--- src/rtl/inta_sequencer.sv ---
// INTA handshake sequencer: tracks CPU acknowledge pulses, latches the serviced
// level, and produces the vector bytes, ISR set strobe and cascade window.
module inta_sequencer #(
  parameter int TIMEOUT_CYCLES = 255
) (
  input  logic       clk,
  input  logic       rst_n,
  input  logic       INTA_n,
  input  logic       SNGL,
  input  logic       Master_Slave,
  input  logic [2:0] ID,
  input  logic       uPM,
  input  logic [7:0] slave_map,
  input  logic [2:0] my_id,
  input  logic       int_req,
  input  logic [2:0] int_level,
  input  logic [4:0] vector_base,
  input  logic [7:0] addr_hi,
  output logic       INT,
  output logic       INTA_2,
  output logic [2:0] cas_level,
  output logic       freeze,
  output logic       isr_set,
  output logic [2:0] isr_level,
  output logic [7:0] data_out,
  output logic       data_oe,
  output logic       abort_err
);
  localparam int TW = $clog2(TIMEOUT_CYCLES + 1);

  typedef enum logic [1:0] {IDLE, REQ, PULSE, GAP} state_t;

  state_t        state;
  logic [1:0]    pcnt;
  logic [TW-1:0] tcnt;
  logic          inta_s1, inta_s2, inta_q;
  logic          upm_l, sngl_l, ms_l, sel, spur;

  logic          inta_fall, inta_rise, busy, first, tmo, seq_end;
  logic          upm_e, sngl_e, ms_e, spur_e, sel_e, slv, mst, rights;
  logic [2:0]    lvl_e;
  logic [1:0]    pnext, plast;
  logic [7:0]    vec, byte_n;
  logic          has_byte, oe_n, set_n;

  always_ff @(posedge clk or negedge rst_n)
    if (!rst_n) {inta_s1, inta_s2, inta_q} <= 3'b111;
    else        {inta_s1, inta_s2, inta_q} <= {INTA_n, inta_s1, inta_s2};

  assign inta_fall = inta_q & ~inta_s2;
  assign inta_rise = ~inta_q & inta_s2;
  assign busy      = (state == PULSE) || (state == GAP);

  // On the first fall the live mode inputs are the ones being latched,
  // so use them directly; afterwards only the latched copies matter.
  assign first  = (state == REQ) && inta_fall;
  assign upm_e  = first ? uPM          : upm_l;
  assign sngl_e = first ? SNGL         : sngl_l;
  assign ms_e   = first ? Master_Slave : ms_l;
  assign spur_e = first ? ~int_req     : spur;
  assign lvl_e  = first ? (int_req ? int_level : 3'd7) : isr_level;
  assign pnext  = first ? 2'd1 : pcnt + 2'd1;
  assign plast  = upm_e ? 2'd2 : 2'd3;
  assign sel_e  = (pnext == 2'd2) ? (ID == my_id) : sel;

  assign slv    = ~sngl_e & ~ms_e;
  assign mst    = ~sngl_e & ms_e;
  assign rights = sngl_e | (mst & ~slave_map[lvl_e]) | (slv & sel_e);
  assign vec    = {vector_base, lvl_e};

  always_comb begin
    byte_n   = 8'h00;
    has_byte = 1'b0;
    if (upm_e) begin
      has_byte = (pnext == 2'd2);
      byte_n   = vec;
    end else begin
      case (pnext)
        2'd1:    begin has_byte = ~slv; byte_n = 8'hCD;   end
        2'd2:    begin has_byte = 1'b1; byte_n = vec;     end
        2'd3:    begin has_byte = 1'b1; byte_n = addr_hi; end
        default: ;
      endcase
    end
  end

  assign oe_n    = has_byte & rights;
  assign set_n   = ~spur_e & (slv ? (sel_e && (pnext == plast)) : (pnext == 2'd1));
  assign tmo     = busy && !(inta_fall || inta_rise) && (tcnt == TW'(TIMEOUT_CYCLES - 1));
  assign seq_end = (state == PULSE) && inta_rise && (pcnt == plast);

  always_ff @(posedge clk or negedge rst_n) begin
    if (!rst_n) begin
      state     <= IDLE;
      pcnt      <= 2'd0;
      tcnt      <= '0;
      upm_l     <= 1'b0;
      sngl_l    <= 1'b0;
      ms_l      <= 1'b0;
      sel       <= 1'b0;
      spur      <= 1'b0;
      INT       <= 1'b0;
      INTA_2    <= 1'b0;
      cas_level <= 3'd0;
      freeze    <= 1'b0;
      isr_set   <= 1'b0;
      isr_level <= 3'd0;
      data_out  <= 8'h00;
      data_oe   <= 1'b0;
      abort_err <= 1'b0;
    end else begin
      isr_set   <= 1'b0;
      abort_err <= 1'b0;
      if (seq_end || tmo) begin
        // Normal completion and timeout both unwind to IDLE; only the
        // timeout flags an error. A prior isr_set stays issued.
        state     <= IDLE;
        pcnt      <= 2'd0;
        tcnt      <= '0;
        sel       <= 1'b0;
        spur      <= 1'b0;
        INT       <= 1'b0;
        INTA_2    <= 1'b0;
        cas_level <= 3'd0;
        freeze    <= 1'b0;
        isr_level <= 3'd0;
        data_out  <= 8'h00;
        data_oe   <= 1'b0;
        abort_err <= tmo;
      end else begin
        case (state)
          IDLE: if (int_req) begin
            state <= REQ;
            INT   <= 1'b1;
          end
          REQ: if (inta_fall) begin
            state     <= PULSE;
            pcnt      <= 2'd1;
            tcnt      <= '0;
            upm_l     <= uPM;
            sngl_l    <= SNGL;
            ms_l      <= Master_Slave;
            spur      <= ~int_req;
            sel       <= 1'b0;
            isr_level <= lvl_e;
            cas_level <= lvl_e;
            freeze    <= 1'b1;
            INTA_2    <= ~SNGL & Master_Slave;
            isr_set   <= set_n;
            data_oe   <= oe_n;
            data_out  <= oe_n ? byte_n : 8'h00;
          end else if (!int_req) begin
            state <= IDLE;
            INT   <= 1'b0;
          end
          PULSE: if (inta_rise) begin
            state    <= GAP;
            tcnt     <= '0;
            data_oe  <= 1'b0;
            data_out <= 8'h00;
          end else begin
            tcnt <= inta_fall ? '0 : tcnt + TW'(1);
          end
          GAP: if (inta_fall) begin
            state    <= PULSE;
            pcnt     <= pnext;
            tcnt     <= '0;
            isr_set  <= set_n;
            data_oe  <= oe_n;
            data_out <= oe_n ? byte_n : 8'h00;
            if (pnext == 2'd2) sel <= sel_e;
            if (pnext == plast) INT <= 1'b0;
          end else begin
            tcnt <= inta_rise ? '0 : tcnt + TW'(1);
          end
          default: state <= IDLE;
        endcase
      end
    end
  end

endmodule

--- config.mk ---
export PLATFORM = sky130hd
export DESIGN_NAME = inta_sequencer
export DESIGN_NICKNAME = d
export VERILOG_FILES = /design/src/rtl/inta_sequencer.sv
export SDC_FILE = /design/constraint.sdc
export NUM_CORES = 1
export LEC_CHECK = 0
export BUFFER_PORTS_ARGS = -buffer_cell sky130_fd_sc_hd__clkbuf_2
export CELL_PAD_IN_SITES_DETAIL_PLACEMENT = 1
export CELL_PAD_IN_SITES_GLOBAL_PLACEMENT = 2
export CORE_MARGIN = 8
export CORE_UTILIZATION = 25
export DETAILED_ROUTE_END_ITERATION = 10
export HOLD_SLACK_MARGIN = 0.02
export PLACE_DENSITY_LB_ADDON = 0.2
export SYNTH_ARGS = -nofsm -noshare
export SYNTH_HDL_FRONTEND = slang
export SYNTH_SLANG_ARGS = --single-unit
--- constraint.sdc ---
create_clock -name clk -period 2.5 [get_ports clk]
set_input_delay 0.5 -clock clk [delete_from_list [all_inputs] [get_ports clk]]
set_output_delay 0.5 -clock clk [all_outputs]
set_load 0.02 [all_outputs]
==> Yosys cells after proc, flatten, opt, wreduce, memory -nomap -nowiden <==
Cells that the tools add are included.
{ "word_totals": {"register_bits": 37, "latchBits": 0, "mem_bits_rw": 0, "mem_bits_ro": 0, "in_bits": 37, "wordCells": 161, "memories": 0} }
{ "op_classes": {"add_sub_neg": 2, "mul": 0, "n_div": 0, "n_lt_le_gt_ge": 1, "n_eq_ne": 20, "shifts": 0, "mux": 71, "n_bitwise": 21, "n_reduce_logical": 27} }
{ "op_table": {"columns": ["operator", "n"], "rows": [
  ["8-bit two-way mux", 11],
  ["8-bit case mux with 3 select lines", 2],
  ["1-bit two-way mux", 35],
  ["2-bit two-way mux", 10],
  ["8-bit case mux with 2 select lines", 1],
  ["3-bit two-way mux", 5],
  ["3-bit by 2-bit != test with 1-bit output (second input constant)", 5],
  ["1-bit NOT", 10],
  ["1-bit bitwise AND", 9],
  ["3-bit by 1-bit != test with 1-bit output (second input constant)", 3],
  ["3-bit AND reduction", 3],
  ["8-bit by 1-bit adder with 8-bit output (second input constant)", 1],
  ["2-bit == test (second input constant)", 4],
  ["8-bit == test (second input constant)", 1],
  ["2-bit case mux with 4 select lines", 1],
  ["4-bit AND reduction", 2],
  ["4-bit nonzero test", 2],
  ["1-bit logical AND", 6],
  ["1-bit case mux with 2 select lines", 3],
  ["6-bit AND reduction", 1],
  ["3-bit nonzero test", 2],
  ["2-bit by 1-bit == test with 1-bit output (second input constant)", 2],
  ["2-bit == test", 2],
  ["3-bit by 4-bit less-than comparator with 1-bit output (second input constant)", 1],
  ["other kinds (14)", 20]
]} }

==> Depth between registers and ports, before layout <==
{ "logic_depth": {"ltp_word": 15, "ltp_mapped": 10} }

==> Least setup slack after synthesis <==
OpenSTA, ideal clock, no wires.
{ "synth_timing": {"kind": "reg2reg", "start": "register inta_s2", "end": "register data_out[0]", "setup_ns": 0.130, "t_arrival_ns": 2.284, "setup_slack_ns": 0.086, "stages_incl_launch_ff": 10, "n_path_buf": 1, "period_less_slack_ns": 2.414, "path_cell_list": "dfstp_2 -> inv_1 -> ha_1 -> and3b_1 -> buf_6 -> mux2_4 -> a311oi_1 -> a2111oi_4 -> o211ai_4 -> o21ai_1"} }
{ "synth_via": {"elab_chain_len": 15, "word_cells_on_any_way": 48} }
{ "synth_lines": {"columns": ["element", "line_no", "source"], "rows": [
  ["from (decl)", "36", "logic inta_s1, inta_s2, inta_q;"],
  ["from (signal assigned)", "48", "else {inta_s1, inta_s2, inta_q} <= {INTA_n, inta_s1, inta_s2};"],
  ["1-bit NOT", "50", "assign inta_fall = inta_q & ~inta_s2;"],
  ["1-bit bitwise AND", "50", null],
  ["1-bit logical AND", "56", "assign first = (state == REQ) && inta_fall;"],
  ["3-bit two-way mux", "61", "assign lvl_e = first ? (int_req ? int_level : 3'd7) : isr_level;"],
  ["1-bit binary-select mux with 3-bit select", "68", "assign rights = sngl_e | (mst & ~slave_map[lvl_e]) | (slv & sel_e);"],
  ["1-bit two-way mux (implied by the code)", "68", null],
  ["1-bit NOT", "68", null],
  ["1-bit bitwise AND", "68", null],
  ["1-bit OR (2 in a row)", "68", null],
  ["1-bit bitwise AND", "87", "assign oe_n = has_byte & rights;"],
  ["8-bit two-way mux", "151, 170", null],
  ["8-bit two-way mux", "136, 164", null],
  ["8-bit case mux with 2 select lines", "131", "case (state)"],
  ["8-bit two-way mux", "114", "if (seq_end || tmo) begin"],
  ["to (signal assigned)", "151", "data_out <= oe_n ? byte_n : 8'h00;"],
  ["to (signal assigned)", "170", "data_out <= oe_n ? byte_n : 8'h00;"],
  ["to (decl)", "25", "output logic [7:0] data_out,"]
]} }
Parallel ways exist; a longest one is shown, timed or not. The select of a mux whose other input is x is not followed.
A chain may end at the register's enable or synchronous reset.

==> Worst setup path after layout <==
{ "layout_timing": {"start": "register inta_q", "end": "register data_out[6]"} }
{ "layout_via": {"elab_chain_len": 14, "word_cells_on_any_way": 48} }
{ "layout_lines": {"columns": ["element", "line_no"], "rows": [
  ["from (decl)", "36"],
  ["from (signal assigned)", "48"],
  ["1-bit bitwise AND", "50"],
  ["1-bit logical AND", "56"],
  ["3-bit two-way mux", "61"],
  ["1-bit binary-select mux with 3-bit select", "68"],
  ["1-bit two-way mux (implied by the code)", "68"],
  ["1-bit NOT", "68"],
  ["1-bit bitwise AND", "68"],
  ["1-bit OR (2 in a row)", "68"],
  ["1-bit bitwise AND", "87"],
  ["8-bit two-way mux", "151, 170"],
  ["8-bit two-way mux", "136, 164"],
  ["8-bit case mux with 2 select lines", "131"],
  ["8-bit two-way mux", "114"]
]} }
Parallel ways exist; a longest one is shown, timed or not. The select of a mux whose other input is x is not followed.

==> results.json <==
{
  "reg2reg_slack_ns": 0.04,
  "fin_cells": 446,
  "routedWlPerCell_microns": 16.0,
  "ctsHoldBuffers": 0,
  "hold_violations": 0,
  "hp-class": "in2async",
  "avgSynthCellArea_sq_um": 9.03,
  "cts_tree": "yes",
  "clock_skew_ns": 0.00985,
  "syn_inst": 252,
  "max_freq_ghz": 0.407,
  "outcome": "complete, no violations",
  "place_hpwl_microns": 5590,
  "clk_path_buf_depth": 2,
  "fin_setup_tns_ns": 0,
  "via_per_inst": 4.85,
  "antenna_found_initial": 0,
  "start_kind": "flip-flop",
  "grt_start_max_net_pins": 38,
  "coreArea_sq_um": 9020,
  "fin_nets": 376,
  "yosysSeqAreaShare": 0.408,
  "p_leak_uw": 0.00142,
  "drc": 0,
  "root_buffer": "clkbuf_8",
  "yosys-top-cells-area": "dfrtp_1 (37%), o21ai_0 (5.9%), nand2_1 (5.4%)",
  "crit_path_top_delay_cell": "dfstp_2",
  "std_cell_rows": 35,
  "die_area_sq_um": 12400,
  "die-width_microns": 111,
  "syn_area_sq_um": 2280,
  "worstSkewPairLatency_ns": 0.29,
  "overflow": 0,
  "die_y_microns": 111,
  "r2r_cells": 9,
  "syn_nets": 294,
  "r2r-end": "data_out[6]$_DFFE_PN0P_",
  "drtPass1Iterations": 4,
  "path_delay_family": "compound AO/OA/AOI/OAI gates",
  "critPathKind": "reg2reg",
  "initial_core_util": 0.252,
  "powerDensity_nw_per_um2": 995,
  "r2r-start": "inta_q$_DFF_PN1_",
  "cp-end-kind": "flip-flop",
  "post-route-period-util": 0.983,
  "p_total_uw": 3040,
  "vias": 2162,
  "cp_data_required_time_ns": 2.67,
  "yosys.area.top_type": "dfrtp_1",
  "area_growth_pct": 34.2,
  "dp_cells": 432,
  "path_clk_slew_ns": 0.08,
  "globalRouteTotalUtil": 0.116,
  "h-tree-depth": 2,
  "slew_viol_final": 0,
  "cp_num_buf_inv": 2,
  "drive_gt1_frac": 0.349,
  "grt_pass1_vias": 2306,
  "grt_pass1_wl_microns": 12100,
  "synth-seq-cells": 37,
  "place_congestion": 0.735,
  "drt-initial-drc-count": 85,
  "path_max_fanout": 8,
  "postRouteWirelength_microns": 7150,
  "cts_sinks": 37,
  "cts_buffers": 5,
  "n_fill_cell": 1055,
  "fin_util": 0.339,
  "crit_top_cell": "buf_4",
  "slowest_delay_ns": 0.55,
  "synth-edff-count": 0,
  "ys_types": 50,
  "maxCapViolCount": 0,
  "rsz0062_at_grt": "yes",
  "diodes": 0,
  "synthArstFlopShare": 1.00,
  "worst_pin_slew_ns": 0.480,
  "dp_worst_setup_slack_ns": -0.0951,
  "synthTopCellsByCount": "dfrtp_1 (34), nand2_1 (33), o21ai_0 (27), nor2_1 (11)",
  "post-synth-top-area-fraction": 0.374,
  "synth_most_common_cell": "dfrtp_1",
  "ioPinCount": 57,
  "io_buffers": 56,
  "vdd_ir_drop_max_mv": 0.260,
  "crit_chain": "ha_2 > and3b_2 > mux2_4 > a311oi_2 > buf_4 > a2111oi_4 > buf_4 > o211ai_4 > o21ai_1",
  "fin_ws_ns": 0.0435,
  "synth_ff_type": "dfrtp_1",
  "finalCriticalPeriod_ns": 2.46,
  "slew_headroom": 0.677,
  "setup_violations": 0,
  "ant_nets": 0,
  "yosysWarnings": 0,
  "critPathArrivalTime_ns": 2.63
}
## worst reg2reg max path, stage by stage, from the launching register on
cell,delay [ns]
dfstp_2,0.55
ha_2,0.17
and3b_2,0.31
mux2_4,0.34
a311oi_2,0.25
buf_4,0.16
a2111oi_4,0.03
buf_4,0.17
o211ai_4,0.26
o21ai_1,0.10
## registers in the layout, indices dropped and copies added, names as in the netlist, 2 cells and up
signal and count:
pcnt 2, tcnt 8, isr_level 3, data_out 8, state 2
## worst max path at each step
stage,from,end,slack (ns),cells past startpoint
floorplan,inta_s2$_DFF_PN1_,data_out[0]$_DFFE_PN0P_,0.09,9
global placement,inta_q$_DFF_PN1_,data_out[0]$_DFFE_PN0P_,0.01,8
detailed placement,inta_q$_DFF_PN1_,data_out[4]$_DFFE_PN0P_,-0.1,8
CTS,inta_s2$_DFF_PN1_,data_out[4]$_DFFE_PN0P_,0.0002,9
global route,inta_q$_DFF_PN1_,data_out[0]$_DFFE_PN0P_,-0.06,10
finish,inta_q$_DFF_PN1_,data_out[6]$_DFFE_PN0P_,0.04,9
## routing by layer
layer	global-route usage	vias to the layer above	part of all wire
li1	-	1078	-
met1	0.140	1045	0.45
met2	0.202	37	0.51
met3	0.0290	2	0.039
met4	0.0240	0	0.0048
met5	0	-	0
## per-stage QoR
step	area, sq um	hold WS, ns
floorplan	2280	0.204
global placement	2840	0.371
detailed placement	2840	0.367
CTS	2950	0.171
global route	3060	0.181
finish	3060	0.162
## what timing repair did
item,CTS,global route
endpoints found under the setup margin,9,11
pin swaps,1,8
hold endpoints to repair,0,0
gates cloned,0,1
resized for setup,1,11
setup buffers,0,5
## power breakdown
group	total, uW	switching, uW	internal [uW]
registers	931	147	784
logic	1590	921	668
clock network	518	218	300
total	3040	1290	1750
## cell families (layout without fill, tap and decap cells)
logic type                 after synthesis  after routing  synth area share
muxes                                   10             10            0.0473
buffers and inverters                   27            109            0.0605
adders and majority gates                5              5            0.0275
and+or+nand+nor                         91             91             0.214
DFF                                     37             37             0.408
xor gates and xnor gates                 4              4            0.0154
AOI/OAI and AO/OA                       78             79             0.227
## placed cells by master (no fill, tap or decap), types with 3 or more instances in the layout
cell type   n
buf_4      33
nand3_1     9
nand3b_1    4
dfrtp_1    34
nor2b_1     5
nand2_1    33
and3_1      5
nor2_1     11
o22ai_1     6
a31oi_1     3
clkbuf_8    5
o21ai_1     9
ha_1        4
a22oi_1     3
nand2b_1    8
xnor2_1     4
a21oi_1     7
inv_1       8
dfstp_2     3
clkbuf_2   56
o21ai_0    26
o31ai_1     6
mux2i_1     5
## cell type report
cell class              instances  area (sq um)  share of cell area
well taps                     111           139              0.0455
flip-flops and latches         37           930               0.304
clock inverters                 2          38.8              0.0127
multi-input cells             189          1260               0.413
repair buffers                 92           579               0.190
clock buffers                   6          72.6              0.0238
inverters                       9          33.8              0.0111
(Power assumes the default switching activity.)
